`src/rtl/joypad_pad_scanner.sv`:
```
// Autonomous NES/SNES serial pad poller: latches, shifts 8 buttons, debounces
// across scans and issues a one-cycle register write when the stable set changes.
module joypad_pad_scanner #(
  parameter int CLK_DIV        = 300,
  parameter int POLL_PERIOD    = 833333,
  parameter int DEBOUNCE_SCANS = 2
) (
  input  logic       clk,
  input  logic       reset,
  input  logic       enable,
  input  logic       pad_data,
  output logic       pad_latch,
  output logic       pad_clk,
  output logic [7:0] writedata_mst,
  output logic       write_mst,
  output logic       chipselect_mst,
  output logic       busy
);

  // state      | meaning
  // S_IDLE     | waiting for poll timer expiry with enable high
  // S_LATCH    | pad_latch high, pad loads its buttons
  // S_SHIFT_HI | pad_clk high, bit sampled on the last cycle
  // S_SHIFT_LO | pad_clk low, rising edge at its end advances the pad
  // S_DONE     | debounce update, decides whether a write follows
  typedef enum logic [2:0] {S_IDLE, S_LATCH, S_SHIFT_HI, S_SHIFT_LO, S_DONE} state_t;

  localparam int CW = $clog2(2 * CLK_DIV);
  localparam int TW = (POLL_PERIOD > 1) ? $clog2(POLL_PERIOD) : 1;

  state_t      state_q, state_d;
  logic [TW-1:0] timer_q, timer_d;
  logic [CW-1:0] cnt_q, cnt_d;
  logic [2:0]  bit_q, bit_d;
  logic [7:0]  shift_q, shift_d;
  logic [1:0]  sync_q, sync_d;
  logic [7:0]  cand_q, cand_d;
  logic [3:0]  stable_q, stable_d;
  logic [7:0]  last_q, last_d;
  logic [7:0]  wdata_q, wdata_d;
  logic        write_q, write_d;
  logic        latch_q, latch_d;
  logic        pclk_q, pclk_d;
  logic        busy_q, busy_d;
  logic [7:0]  mapped;

  // Serial order A,B,Select,Start,Up,Down,Left,Right into register bit layout
  assign mapped = {shift_q[3], shift_q[2], shift_q[1], shift_q[0],
                   shift_q[5], shift_q[4], shift_q[6], shift_q[7]};

  always_comb begin
    state_d  = state_q;
    timer_d  = (timer_q != '0) ? timer_q - 1'b1 : '0;
    cnt_d    = cnt_q;
    bit_d    = bit_q;
    shift_d  = shift_q;
    sync_d   = {sync_q[0], pad_data};
    cand_d   = cand_q;
    stable_d = stable_q;
    last_d   = last_q;
    wdata_d  = wdata_q;
    write_d  = 1'b0;
    case (state_q)
      S_IDLE: begin
        if (timer_q == '0 && enable) begin
          state_d = S_LATCH;
          cnt_d   = CW'(2 * CLK_DIV - 1);
          timer_d = TW'(POLL_PERIOD - 1);
        end
      end
      S_LATCH: begin
        if (cnt_q == '0) begin
          state_d = S_SHIFT_HI;
          cnt_d   = CW'(CLK_DIV - 1);
          bit_d   = 3'd0;
        end else begin
          cnt_d = cnt_q - 1'b1;
        end
      end
      S_SHIFT_HI: begin
        if (cnt_q == '0) begin
          shift_d[bit_q] = ~sync_q[1];
          state_d        = S_SHIFT_LO;
          cnt_d          = CW'(CLK_DIV - 1);
        end else begin
          cnt_d = cnt_q - 1'b1;
        end
      end
      S_SHIFT_LO: begin
        if (cnt_q == '0) begin
          if (bit_q == 3'd7) begin
            state_d = S_DONE;
          end else begin
            state_d = S_SHIFT_HI;
            bit_d   = bit_q + 3'd1;
            cnt_d   = CW'(CLK_DIV - 1);
          end
        end else begin
          cnt_d = cnt_q - 1'b1;
        end
      end
      S_DONE: begin
        if (mapped == cand_q) begin
          if (stable_q != 4'(DEBOUNCE_SCANS)) stable_d = stable_q + 4'd1;
        end else begin
          cand_d   = mapped;
          stable_d = 4'd1;
        end
        if (stable_d == 4'(DEBOUNCE_SCANS) && cand_d != last_q) begin
          last_d  = cand_d;
          wdata_d = cand_d;
          write_d = 1'b1;
        end
        state_d = S_IDLE;
      end
      default: state_d = S_IDLE;
    endcase
    // Outputs are registered from the next state so they line up with state_q
    latch_d = (state_d == S_LATCH);
    pclk_d  = (state_d != S_SHIFT_LO);
    busy_d  = (state_d != S_IDLE);
  end

  always_ff @(posedge clk) begin
    if (reset) begin
      state_q  <= S_IDLE;
      timer_q  <= '0;
      cnt_q    <= '0;
      bit_q    <= 3'd0;
      shift_q  <= 8'h00;
      sync_q   <= 2'b11;
      cand_q   <= 8'h00;
      stable_q <= 4'd0;
      last_q   <= 8'h00;
      wdata_q  <= 8'h00;
      write_q  <= 1'b0;
      latch_q  <= 1'b0;
      pclk_q   <= 1'b1;
      busy_q   <= 1'b0;
    end else begin
      state_q  <= state_d;
      timer_q  <= timer_d;
      cnt_q    <= cnt_d;
      bit_q    <= bit_d;
      shift_q  <= shift_d;
      sync_q   <= sync_d;
      cand_q   <= cand_d;
      stable_q <= stable_d;
      last_q   <= last_d;
      wdata_q  <= wdata_d;
      write_q  <= write_d;
      latch_q  <= latch_d;
      pclk_q   <= pclk_d;
      busy_q   <= busy_d;
    end
  end

  assign pad_latch      = latch_q;
  assign pad_clk        = pclk_q;
  assign writedata_mst  = wdata_q;
  assign write_mst      = write_q;
  assign chipselect_mst = write_q;
  assign busy           = busy_q;

endmodule
```
`config.mk`:
```
export PLATFORM = sky130hd
export DESIGN_NAME = joypad_pad_scanner
export DESIGN_NICKNAME = d
export VERILOG_FILES = /design/src/rtl/joypad_pad_scanner.sv
export SDC_FILE = /design/constraint.sdc
export NUM_CORES = 1
export LEC_CHECK = 0
export CAP_MARGIN = 20
export CORE_MARGIN = 1.5
export CORE_UTILIZATION = 60
export CTS_BUF_LIST = sky130_fd_sc_hd__clkbuf_8
export DETAILED_ROUTE_END_ITERATION = 7
export PLACE_DENSITY = 0.75
export SETUP_SLACK_MARGIN = 0.15
export SYNTH_ARGS = -nofsm -noshare
export SYNTH_HDL_FRONTEND = slang
export SYNTH_SLANG_ARGS = --single-unit
```
`constraint.sdc`:
```
create_clock -name clk -period 3.03 [get_ports clk]
set_clock_uncertainty 0.05 [all_clocks]
set_input_delay 0.606 -clock clk [delete_from_list [all_inputs] [get_ports clk]]
set_output_delay 0.606 -clock clk [all_outputs]
set_load 0.02 [all_outputs]
```
==> results of run 1 <==
## logic make-up after synthesis
group | after synthesis
DFF | 70
adders and majority gates | 8
xor gates and xnor gates | 33
and+or+nand+nor | 172
buffers and inverters | 28
AOI/OAI and AO/OA | 92
muxes | 8
## layout by cell type, fill, tap and decap left out, types with 2 or more instances in the layout
cell / synthesis / routed
nand3b_1: 3 / 3
and2_1: 4 / 4
inv_1: 7 / 9
nor3b_1: 4 / 4
o41ai_1: 2 / 2
nand3_1: 13 / 13
nor2_1: 21 / 21
clkbuf_8: 0 / 9
xor2_1: 8 / 8
a21o_1: 2 / 2
a21oi_1: 36 / 36
buf_4: 1 / 4
xnor2_1: 25 / 25
or3_1: 10 / 10
a211oi_1: 2 / 2
mux2i_1: 8 / 8
dfxtp_1: 70 / 70
nand2b_1: 10 / 10
or4_1: 3 / 3
nor2b_1: 5 / 5
or4b_2: 2 / 2
nand4_1: 15 / 15
nor4_1: 7 / 7
nor3_1: 22 / 22
nor4_4: 2 / 2
ha_1: 8 / 8
o21ai_0: 22 / 22
clkdlybuf4s50_1: 0 / 16
a31oi_1: 4 / 4
o31ai_1: 11 / 11
nand2_1: 38 / 38
or2_2: 4 / 4
## power by group through the flow
stage               sequential, mW  combinational, mW  clock [mW]
floorplan                     1.22               1.07           0
global placement              1.25               1.26           0
detailed placement            1.26               1.28           0
CTS                           1.24               1.29       0.607
global route                  1.27               1.46       0.654
finish                        1.25               1.30       0.593
## layout make-up
type	count	area, um^2	share of cell area (%)
inverters	7	26.3	0.685
flip-flops and latches	70	1400	36.5
multi-input cells	313	1980	51.7
clock buffers	9	124	3.23
repair buffers	20	190	4.96
well taps	72	90.1	2.35
clock inverters	4	20.0	0.522
## flip-flops by register name (all words and copies together), names as in the netlist, 2 cells and up
name	count
sync_q	2
cnt_q	10
timer_q	20
stable_q	4
writedata_mst	8
state_q	3
bit_q	3
cand_q	8
shift_q	8
## worst paths after layout
kind	to	slack, ns	cells after the start
setup reg to reg	cnt_q[1]$_SDFFE_PP0P_	0.49	7
setup / recovery	cnt_q[1]$_SDFFE_PP0P_	0.49	7
hold reg to reg	sync_q[1]$_SDFF_PP1_	0.37	1
hold / removal	sync_q[1]$_SDFF_PP1_	0.37	1
## stage by stage
stage	instances	util [%]
after floorplan	411	-
after global placement	482	66.2
after detailed placement	482	66.2
after CTS	495	68.8
after global routing	495	68.8
final	495	68.8
## per-layer routing
| metal | up-vias | wire length, um | share of wire, % | track usage [%] |
|---|---|---|---|---|
| met5 | - | 0 | 0 | 0 |
| met3 | 8 | 251 | 3.6 | 4.91 |
| li1 | 1514 | - | - | - |
| met1 | 1382 | 3390 | 48 | 31.4 |
| met4 | 0 | 75 | 1.1 | 10.0 |
| met2 | 61 | 3310 | 47 | 40.8 |
## critical path, stage by stage (launching register included)
cell and delay [ns]:
dfxtp_1 0.34, inv_1 0.09, ha_1 0.15, or4b_2 0.62, nor4_4 0.23, a311oi_2 0.32, or2_1 0.35, a221oi_1 0.29
==> run_results.csv, run 1 <==
group,metric,value,unit
critical_path,crit_required,3.22,ns
global_route,overflow,0,
floorplanning,core_area,0.00557,mm^2
synth,synth_compound_area_share,15.9,%
power,sw_frac_of_total,40.0,%
critical_path,r2r-start,"timer_q[0]$_SDFF_PP0_",
floorplanning,io_pins,17,
critical_path,worst-setup-path-type,"flip-flop to flip-flop",
clocking,clock_latency,0.33,ns
place,hpwl,4790,um
critical_path,worstPathArrival,2.73,ns
detailed_routing,dr.pass1.iters,5,
clocking,ctsResizeCount,0,
timing,worstMarginPinSlew,0.820,ns
synth,synthArstFlopShare,0,%
synth,yosysTopAreaCellShare,40.0,%
clocking,cts_sinks,70,
timing,period_needed,2.54,ns
timing,finalSetupViolations,0,
global_route,grt_pass1_wl,12400,um
synth,syn_nets,423,
critical_path,setup.worst_path.end_class,"flip-flop",
floorplanning,die_area,0.00630,mm^2
global_route,track_usage,24.7,%
synth,synthTopCellsByCount,"dfxtp_1, nand2_1, a21oi_1, xnor2_1",
floorplanning,dieWidth,79.4,um
synth,synthSimpleGateAreaFrac,27.3,%
clocking,post-cts-setup-buffers,0,
clocking,clk_path_buf_depth,2,
detailed_routing,drc_errors,0,
timing,fmax,394,MHz
clocking,cts_tree,"done",
place,dp_slack,0.518,ns
global_route,antenna_found_initial,0,
timing,hold_viol,0,
critical_path,crit_start,"timer_q[0]$_SDFF_PP0_",
synth,ys_dominant_reg_cell,"dfxtp_1",
floorplanning,start_util,62.8,%
clocking,numCtsBuffers,9,
synth,synthXorXnorAreaFrac,8.25,%
place,gp_congestion,0.902,
timing,setup_slack,0.491,ns
detailed_routing,drt_iter0_drc,170,
detailed_routing,routed_wl,7030,um
timing,drv_slew,0,
synth,synth_edf_count,0,
power,p_leak,1.34,nW
synth,synthMuxAreaShare,2.29,%
synth,synth_top_family_by_area,"simple AND/OR/NAND/NOR gates",
timing,setup_tns,0,ns
power,p_clk_share,18.9,%
detailed_routing,detail-route-antenna-nets,0,
synth,ys_ff_latch,70,
power,combPwrFrac,41.5,%
global_route,grt_pass1_vias,2727,
final_layout,drive_above_1_share,7.33,%
timing,rsz0062_at_grt,"false",
clocking,cts_hold_buffers,0,
synth,syn_avg_cell_area,8.52,um^2
floorplanning,fp.dieH,79.4,um
final_layout,design_area,0.00383,mm^2
critical_path,cp_max_fo,13,
power,p_int,1.88,mW
clocking,clk_pin_slew_worst_paths,0.07,ns
timing,hold_slack,0.365,ns
power,power_frac_seq,39.7,%
synth,synth_area,0.00350,mm^2
synth,yosys.area.top_type,"dfxtp_1",
final_layout,diodes,0,
power,pwr_density_cell,820,mW/mm^2
critical_path,cp-start-kind,"flip-flop",
hold_path,min_path_type,"flip-flop to flip-flop",
final_layout,area_delta_synth_final,9.50,%
flow_run,maxCapViolCount,0,
synth,syn-instance-count,411,
timing,relSlewSlack,45.4,%
global_route,grt_max_degree,32,
synth,ys_seq_area_share,40.0,%
synth,synthMostInstantiatedCell,"dfxtp_1",
power,finalPower,3.14,mW
clocking,cts_root_buf,"clkbuf_8",
hold_path,min_from,"sync_q[0]$_SDFF_PP1_",
final_layout,n_fill_cell,470,
place,port_buffers,16,
power,power.switching,1.26,mW
timing,fin_crit_sh,83.8,%
detailed_routing,viasPerCell,5.99,
detailed_routing,wl_per_cell,14.2,um
power,ir_drop,0.578,mV
synth,synth.area.top_cells,"dfxtp_1, xnor2_1, a21oi_1, nand2_1, nor3_1",
synth,ys_warn_count,0,
clocking,h-tree-depth,3,
final_layout,nNetsFinal,433,
synth,synth_cell_types,56,
synth,synth_fa_ha_area_share,2.86,%
detailed_routing,via_count,2965,
run_status,run_status,"finished clean",
place,placed_area,0.00369,mm^2
floorplanning,num_rows,27,
Power figures use the tool's default switching activity.
==> run 2: changes to the inputs <==
==> constraint.sdc (replaced) <==
create_clock -name clk -period 2.5 [get_ports clk]
set_clock_uncertainty 0.05 [all_clocks]
set_input_delay 0.5 -clock clk [delete_from_list [all_inputs] [get_ports clk]]
set_output_delay 0.5 -clock clk [all_outputs]
set_load 0.02 [all_outputs]
==> run_results.csv, run 2 (synthesized netlist as in run 1, its figures left out) <==
group,metric,value,unit
power,p_int,2.63,mW
global_route,track_usage,26.2,%
final_layout,mostFrequentLayoutCells,"dfxtp_1, nand2_1, a21oi_1, xnor2_1",
global_route,grt_pass1_vias,2897,
timing,fin_crit_sh,91.0,%
hold_path,min_path_type,"flip-flop to flip-flop",
place,placed_area,0.00378,mm^2
clocking,cts_root_buf,"clkbuf_8",
critical_path,critPathSlowestCell,"or4_1",
floorplanning,dieWidth,79.4,um
timing,rsz0062_at_grt,"false",
detailed_routing,dr.pass1.iters,5,
final_layout,drive_above_1_share,12.7,%
floorplanning,core_area,0.00557,mm^2
timing,setup_tns,0,ns
timing,worstMarginPinSlew,0.620,ns
final_layout,utilization,72.6,%
clocking,numCtsBuffers,9,
final_layout,diodes,0,
floorplanning,io_pins,17,
critical_path,crit_family,"simple AND/OR/NAND/NOR gates",
detailed_routing,drt_iter0_drc,152,
critical_path,cp-start-kind,"flip-flop",
critical_path,worst-setup-path-type,"flip-flop to flip-flop",
clocking,cts_sinks,70,
detailed_routing,drc_errors,0,
final_layout,reg.largest.list,"timer_q x20, cnt_q x10",
power,power.switching,1.66,mW
global_route,overflow,0,
clocking,clock_latency,0.35,ns
timing,hold_slack,0.392,ns
detailed_routing,viasPerCell,5.98,
power,pwr_density_cell,1060,mW/mm^2
detailed_routing,routed_wl,7670,um
final_layout,nNetsFinal,449,
power,p_clk_share,20.7,%
final_layout,largest_reg_flops,20,
flow_run,maxCapViolCount,0,
power,ir_drop,0.651,mV
final_layout,design_area,0.00405,mm^2
power,sw_frac_of_total,38.7,%
timing,period_needed,2.27,ns
floorplanning,fp.dieH,79.4,um
place,hpwl,5190,um
clocking,clk_pin_slew_worst_paths,0.07,ns
detailed_routing,detail-route-antenna-nets,0,
clocking,clk_path_buf_depth,2,
global_route,grt_pass1_wl,13200,um
final_layout,mostFrequentLayoutCell,"dfxtp_1",
global_route,antenna_found_initial,0,
timing,finalSetupViolations,0,
detailed_routing,via_count,3070,
detailed_routing,wl_per_cell,14.9,um
run_status,run_status,"finished clean",
floorplanning,die_area,0.00630,mm^2
timing,drv_slew,0,
critical_path,crit_required,2.68,ns
power,finalPower,4.28,mW
floorplanning,num_rows,27,
floorplanning,start_util,62.8,%
power,combPwrFrac,43.7,%
timing,hold_viol,0,
power,p_leak,1.45,nW
critical_path,crit_chain,"or4_1 > nor4_4 > buf_4 > a311oi_4 > o41ai_1 > a21oi_1",
final_layout,top_register,"timer_q",
global_route,grt_max_degree,32,
power,power_frac_seq,35.6,%
clocking,cts_tree,"done",
critical_path,cp_max_fo,6,
timing,relSlewSlack,58.4,%
critical_path,timing.critical_path.buf_inv,1,
place,port_buffers,16,
critical_path,setup.worst_path.end_class,"flip-flop",
clocking,h-tree-depth,3,
critical_path,worstPathArrival,2.45,ns
critical_path,slowest_delay,0.65,ns
place,gp_congestion,0.868,
final_layout,area_delta_synth_final,15.5,%
timing,fmax,440,MHz
## run 2: cell count changes in the layout (fill, tap and decap cells not counted), sizes merged
cell    previous run  this run
a311oi             1         2
buf                4        19
bufinv             0         1
clkbuf             9        10
clkinv             1         2
inv                9         8
## run 2: repair_timing
item	CTS	global route
hold buffers	0	0
cloned	1	0
setup buffers	2	1
pin swaps	3	3
gates resized for setup	2	6
endpoints found under the setup margin	7	22
## run 2: area by class of cell
cell class	instances	area, um^2
fillers	443	1530
repair buffers	35	303
clock buffers	10	138
flip-flops and latches	70	1400
clock inverters	5	51.3
multi-input cells	314	2030
inverters	7	26.3
well taps	72	90.1
## run 2: final timing paths
check | from | endpoint | slack [ns] | cells after the start
max reg2reg | timer_q[12]$_SDFF_PP0_ | cnt_q[9]$_SDFFE_PP0P_ | 0.23 | 6
max | timer_q[12]$_SDFF_PP0_ | cnt_q[9]$_SDFFE_PP0P_ | 0.23 | 6
min reg2reg | sync_q[0]$_SDFF_PP1_ | sync_q[1]$_SDFF_PP1_ | 0.39 | 1
min | sync_q[0]$_SDFF_PP1_ | sync_q[1]$_SDFF_PP1_ | 0.39 | 1
## run 2: through the flow
| stage | worst slack (ns) | std cells |
|---|---|---|
| after global placement | 0.110 | 494 |
| after floorplan | 0.249 | 411 |
| final | 0.225 | 513 |
| after CTS | 0.188 | 512 |
| after global routing | 0.0993 | 513 |
| after detailed placement | 0.0218 | 494 |
## run 2: power by group through the flow
stage	logic [mW]	clock network [mW]	registers, mW
3_5_place_dp	1.70	0	1.53
3_3_place_gp	1.67	0	1.52
2_1_floorplan	1.30	0	1.48
5_1_grt	2.07	0.963	1.55
6_report	1.87	0.887	1.52
4_1_cts	1.79	0.903	1.52
## run 2: routing by layer
layer  global-route usage, %  part of all wire, %
met1                    33.4                   46
met2                    44.3                   50
met3                    4.23                  3.4
met4                    10.4                  1.4
met5                       0                    0
==> run 3: changes to the inputs <==
==> constraint.sdc (replaced) <==
create_clock -name clk -period 2.29 [get_ports clk]
set_clock_uncertainty 0.05 [all_clocks]
set_input_delay 0.458 -clock clk [delete_from_list [all_inputs] [get_ports clk]]
set_output_delay 0.458 -clock clk [all_outputs]
set_load 0.02 [all_outputs]
==> run_results.csv, run 3 (synthesized netlist as in run 1, its figures left out) <==
group,metric,value,unit
run_status,run_status,"finished clean",
detailed_routing,routed_wl,8310,um
critical_path,cp-start-kind,"flip-flop",
final_layout,largest_reg_flops,20,
final_layout,design_area,0.00426,mm^2
place,gp_congestion,0.897,
critical_path,critPathSlowestCell,"or4_4",
final_layout,layout.cells.non_filler,530,
timing,worstMarginPinSlew,0.624,ns
clocking,cts_root_buf,"clkbuf_8",
hold_path,min_from,"sync_q[0]$_SDFF_PP1_",
final_layout,area_delta_synth_final,21.5,%
floorplanning,die_area,0.00630,mm^2
final_layout,n_fill_cell,412,
hold_path,min_path_type,"flip-flop to flip-flop",
floorplanning,dieWidth,79.4,um
detailed_routing,via_count,3266,
detailed_routing,detail-route-antenna-nets,0,
place,dp_slack,-0.103,ns
timing,setup_slack,0.141,ns
clocking,cts_tree,"done",
detailed_routing,wl_per_cell,15.7,um
final_layout,mostFrequentLayoutCell,"dfxtp_1",
critical_path,worst-setup-path-type,"flip-flop to flip-flop",
clocking,clk_pin_slew_worst_paths,0.07,ns
global_route,grt_util_met3,4.80,%
timing,drv_slew,0,
critical_path,r2r_cells,6,
final_layout,mostFrequentLayoutCells,"dfxtp_1, nand2_1, buf_4, a21oi_1, xnor2_1",
floorplanning,start_util,62.8,%
clocking,clock_latency,0.34,ns
power,p_leak,1.55,nW
power,pwr_density_cell,1160,mW/mm^2
floorplanning,num_rows,27,
final_layout,top_register,"timer_q",
critical_path,cp_max_fo,6,
timing,relSlewSlack,58.1,%
global_route,grt_pass1_vias,2958,
global_route,grt_use_met1,35.7,%
clocking,clk_path_buf_depth,2,
clocking,cts_sinks,70,
final_layout,utilization,76.4,%
hold_path,whs_endpoint,"sync_q[1]$_SDFF_PP1_",
final_layout,drive_above_1_share,19.9,%
critical_path,crit_chain,"or4_4 > nor4_4 > buf_4 > a311oi_4 > or2_1 > o32ai_1",
timing,rsz0062_at_grt,"true",
floorplanning,fp.dieH,79.4,um
global_route,grt_max_degree,34,
global_route,track_usage,27.4,%
power,finalPower,4.93,mW
critical_path,r2r_end,"cnt_q[2]$_SDFFE_PP0P_",
floorplanning,io_pins,17,
final_layout,reg.largest.list,"timer_q x20, cnt_q x10",
flow_run,maxCapViolCount,0,
timing,fmax,465,MHz
critical_path,r2r-start,"timer_q[6]$_SDFF_PP0_",
critical_path,crit_required,2.50,ns
clocking,h-tree-depth,3,
timing,fin_crit_sh,93.8,%
floorplanning,core_area,0.00557,mm^2
clocking,cts_hold_buffers,0,
global_route,overflow,0,
critical_path,rrSetupSlack,0.14,ns
critical_path,worstPathArrival,2.36,ns
timing,setup_tns,0,ns
place,dp_cells,507,
critical_path,slowest_delay,0.55,ns
detailed_routing,drt_iter0_drc,270,
detailed_routing,dr.pass1.iters,5,
global_route,use_met2,43.9,%
clocking,numCtsBuffers,9,
place,port_buffers,16,
place,hpwl,5350,um
global_route,grt_busiest_layer,"met2",
timing,finalSetupViolations,0,
final_layout,diodes,0,
global_route,grt_pass1_wl,13500,um
timing,period_needed,2.15,ns
critical_path,setup.worst_path.end_class,"flip-flop",
timing,hold_slack,0.381,ns
detailed_routing,viasPerCell,6.16,
global_route,antenna_found_initial,0,
final_layout,nNetsFinal,466,
place,placed_area,0.00390,mm^2
hold_path,min_path_cells,1,
power,ir_drop,0.781,mV
detailed_routing,drc_errors,0,
timing,hold_viol,0,
[run 3: worst max path at each step]
stage | start | end | slack [ns] | depth (start not counted)
after floorplan | timer_q[0]$_SDFF_PP0_ | cnt_q[9]$_SDFFE_PP0P_ | 0.11 | 8
after global placement | timer_q[0]$_SDFF_PP0_ | cnt_q[1]$_SDFFE_PP0P_ | -0.03 | 7
after detailed placement | timer_q[0]$_SDFF_PP0_ | cnt_q[1]$_SDFFE_PP0P_ | -0.10 | 7
after CTS | timer_q[6]$_SDFF_PP0_ | cnt_q[1]$_SDFFE_PP0P_ | 0.16 | 6
after global routing | timer_q[0]$_SDFF_PP0_ | cnt_q[2]$_SDFFE_PP0P_ | 0.06 | 8
final | timer_q[6]$_SDFF_PP0_ | cnt_q[2]$_SDFFE_PP0P_ | 0.14 | 6
[run 3: layout make-up]
cell class | count | area (um^2) | share of cell area (%)
well taps | 72 | 90.1 | 2.12
clock buffers | 9 | 124 | 2.91
flip-flops and latches | 70 | 1410 | 33.2
repair buffers | 52 | 430 | 10.1
inverters | 7 | 26.3 | 0.617
multi-input cells | 314 | 2150 | 50.5
clock inverters | 6 | 25.0 | 0.588
[run 3: per-layer routing]
layer	up-vias	share of wire (%)
met3	21	5.0
met4	0	2.0
met2	117	47
li1	1576	-
met1	1552	45
met5	-	0
[run 3: critical path: cells and delay by family, from the launching register on]
kind | cells | cell delay, ns
compound gates | 2 | 0.39
buf+inv | 1 | 0.19
simple gates | 3 | 1.11
flops | 1 | 0.32
[run 3: power breakdown]
group,switching (mW),internal (mW)
logic,1.32,1.14
registers,0.239,1.42
clock network,0.439,0.367
total,2.00,2.93
[run 3: timing repair]
action	in CTS	in global routing
pin swaps	10	5
setup endpoints to repair	20	32
buffers inserted	5	2
gates cloned	1	0
resized for setup	7	22
==> edit 1: new RTL, config.mk and constraints of run 1 <==
Re-encode `state_t` (5 states) as one-hot, 5 bits wide.
--- a/src/rtl/joypad_pad_scanner.sv
+++ b/src/rtl/joypad_pad_scanner.sv
@@ -24,5 +24,5 @@
   // S_SHIFT_LO | pad_clk low, rising edge at its end advances the pad
   // S_DONE     | debounce update, decides whether a write follows
-  typedef enum logic [2:0] {S_IDLE, S_LATCH, S_SHIFT_HI, S_SHIFT_LO, S_DONE} state_t;
+  typedef enum logic [4:0] {S_IDLE = 5'b00001, S_LATCH = 5'b00010, S_SHIFT_HI = 5'b00100, S_SHIFT_LO = 5'b01000, S_DONE = 5'b10000} state_t;
 
   localparam int CW = $clog2(2 * CLK_DIV);
Function: same outputs for any inputs over 10 cycles, from zero or initial values and one cycle with reset high; not proved beyond that.
==> edit 1 against run 1 <==
- critical path depth is 2 lower
- total power is 13% lower
- sequential cell count is 2 higher
- area after synthesis is 2.6% lower
- first-iteration DRC count is 7.1% higher
- final area is 1.6% lower
- sequential share of layout area is 1.7 points higher
- critical endpoint is now writedata_mst[2]
- global-route usage is 1.6 points lower
- synthesized cell count is 9.2% lower
- critical path type unchanged
- sequential power is 6% lower
- worst setup slack better by 24 ps
- highest routed layer unchanged
- wire length is 7.6% lower
==> edit 1: results (changes against run 1) <==
vias: 2632  # -11%
hpwl_mm: 4.46  # -6.8%
synth_xor_area_share_pct: 8.98  # +0.73 points
n_fill_cell: 445  # -5.3%
r2r_slack_ps: 510  # +20 ps
synth.top_cells.by_count: "72 x dfxtp_1, 36 x nor2_1, 30 x nand2_1"
path_class: "reg -> reg"
synthTopCellsByArea: "dfxtp_1 42%, mux2i_1 8.2%, xor2_1 5.9%"
peakVddDrop_uv: 518  # -10%
rr_startpoint: "shift_q[3]"
synth_nets: 384  # -9.2%
drive_above_1_share_pct: 7.53  # +0.20 points
grt_max_degree: 27  # -16%
crit_end: "writedata_mst[2]"
cp.arrival_ps: 2670  # -60 ps
fin_crit_ps: 2520  # -23.5 ps
leakagePower_nw: 1.59  # +18%
yosysSeqAreaShare_pct: 42.2  # +2.2 points
min-delay-start: "sync_q[0]"
dp_cells: 441  # -8.5%
dr.pass1.iters: 4  # -1
synth_compound_area_share_pct: 11.2  # -4.7 points
place_ws_ps: 554  # +35.5 ps
power.share.sequential_pct: 42.8  # +3.1 points
cpMaxStageDelayCell: "or4b_1"
switchingPower_mw: 0.945  # -25%
wl_per_cell_um: 14.2  # +0.13%
p_seq_mw: 1.17  # -6%
synthAdderAreaFrac_pct: 2.57  # -0.29 points
hold_slack_ps: 368  # +2.28 ps
synth-async-reset-ratio_pct: 0  # unchanged
placed_area_um2: 3580  # -2.9%
final_cells: 457  # -7.7%
p_clk_mw: 0.724  # +22%
synthMuxAreaShare_pct: 8.21  # +5.9 points
ys_types: 55  # -1.8%
drtIter0Drc: 182  # +7.1%
worst_pin_slew_ps: 865  # +45.6 ps
path_max_fanout: 9  # -4
rr_worst_depth: 5  # -2
outcome: "completed"
grt_pass1_vias: 2472  # -9.4%
cp_slowest_stage_delay_ps: 840  # +220 ps
syn_area_per_cell_um2: 9.15  # +7.4%
routabilityCongestion: 0.796  # -12%
edit 1: routing by layer:
metal  track usage, %  share of wire, %
met1             30.9                49
met2             37.0                46
met3             5.58               3.5
met4             6.61              0.83
met5                0                 0
edit 1: kinds of logic (layout without fill, tap and decap cells):
group / after synthesis / count (layout)
and+or+nand+nor: 144 / 144
buffers and inverters: 31 / 43
muxes: 28 / 28
DFF: 72 / 72
xor gates and xnor gates: 35 / 35
adders and majority gates: 7 / 7
AOI/OAI and AO/OA: 56 / 56
edit 1: area by class of cell:
| type | instances | area (um^2) | area share [%] |
|---|---|---|---|
| Tap cell | 72 | 90.1 | 2.39 |
| Multi-Input combinational cell | 270 | 1840 | 48.8 |
| Timing Repair Buffer | 19 | 183 | 4.84 |
| Inverter | 8 | 30.0 | 0.796 |
| Sequential cell | 72 | 1440 | 38.2 |
| Clock buffer | 9 | 124 | 3.28 |
| Clock inverter | 7 | 63.8 | 1.69 |
==> edit 2: new RTL, settings of run 1 <==
Without the edit above. The parameter `POLL_PERIOD` goes from 833333 to 208333.
--- a/src/rtl/joypad_pad_scanner.sv
+++ b/src/rtl/joypad_pad_scanner.sv
@@ -3,5 +3,5 @@
 module joypad_pad_scanner #(
   parameter int CLK_DIV        = 300,
-  parameter int POLL_PERIOD    = 833333,
+  parameter int POLL_PERIOD    = 208333,
   parameter int DEBOUNCE_SCANS = 2
 ) (
Check against the original RTL: same outputs for any inputs over 10 cycles, from zero or initial values and one cycle with reset high; that may be too few to reach the edited logic, so the function may still have changed.
==> edit 2 against run 1 <==
- area after synthesis fell by 5.4%
- wire length up 0.13%
- combinational power increased by 5%
- global-route usage rose by 0.93 points
- largest power group unchanged
- total power rose by 11%
- worst setup slack gained 140 ps
- highest routed layer unchanged
- final area shrank 1.1%
- core utilization rose by 4.1 points
- hold slack improved by 2.3 ps
- first-iteration DRC count is 38% lower
- sequential share of layout area shrank 0.65 points
- sequential cell count down 2
==> edit 2: results (changes against run 1) <==
hold_slack_ps: 368  # +2.28 ps
n_all_inverters: 9  # +2
rr_startpoint: "cnt_q[2]"
area_delta_synth_final_pct: 14.5
drive_above_1_share_pct: 9.38  # +2.0 points
path_max_fanout: 8  # -5
viasPerCell: 5.86  # -2.2%
met3_usage_pct: 7.74  # +2.8 points
yosysSeqAreaShare_pct: 41.1  # +1.1 points
placed_area_um2: 3560  # -3.6%
use_met1_pct: 30.6  # -0.84 points
num-multi-input-gates: 299  # -4.5%
drtIter0Drc: 105  # -38%
synth.top_cells.by_count: "68 x dfxtp_1, 50 x nand2_1, 35 x nor2_1"
dr.pass1.iters: 4  # -1
nets: 421  # -2.8%
reg_top3: "timer_q x18, cnt_q x10"
outcome: "completed"
nNonClkBuffers: 24  # +20%
grt_pass1_vias: 2665  # -2.3%
seq_cell_count: 68  # -2.9%
dp_cells: 470  # -2.5%
final-nonclk-buf-share_pct: 6.14  # +1.2 points
syn-instance-count: 394  # -4.1%
cpMaxStageDelayCell: "or4_1"
edit 2: changes by cell type in the layout (fill, tap and decap cells not counted), moves of 5 or more:
cell / run 1 / this run
o31ai_1: 11 / 5
or4_1: 3 / 9
nor2_1: 21 / 35
nor3_1: 22 / 11
or3_1: 10 / 5
nor4_1: 7 / 12
nand2b_1: 10 / 4
nand4_1: 15 / 5
xnor2_1: 25 / 9
nand2_1: 38 / 50
xor2_1: 8 / 19
edit 2: where the power goes:
group	leakage, nW	internal [mW]	total (mW)	switching (mW)
logic	0.797	0.571	1.37	0.800
clock network	0.120	0.511	0.853	0.342
registers	0.552	1.05	1.25	0.200
edit 2: kinds of logic after synthesis:
| family | count (synthesis) | synth area share, % |
|---|---|---|
| simple gates | 171 | 27.5 |
| compound gates | 84 | 15.5 |
| flops | 68 | 41.1 |
| xor+xnor | 28 | 7.40 |
| buf+inv | 27 | 3.25 |
| mux | 10 | 3.02 |
| fa+ha+maj | 6 | 2.27 |
edit 2: layer usage:
metal	vias to the layer above	part of all wire, %
li1	1444	-
met1	1320	45
met2	71	49
met3	13	4.6
met4	0	1.8
met5	-	0
edit 2: worst max-delay path by stage:
stage                from          to  slack [ps]  cells after the start
2_1_floorplan  timer_q[0]    cnt_q[8]         770                      7
3_3_place_gp       enable     pad_clk         730                      5
3_5_place_dp       enable     pad_clk         630                      5
4_1_cts          cnt_q[2]  shift_q[0]         660                      5
5_1_grt          cnt_q[2]  shift_q[0]         510                      5
6_report         cnt_q[2]  shift_q[0]         630                      5
edit 2: worst reg2reg max path, cell delays in order, from the launching register on:
cell	delay, ps
dfxtp_1	370
nor4_4	520
nand3_2	200
or4_1	620
or4_1	440
a21oi_1	130
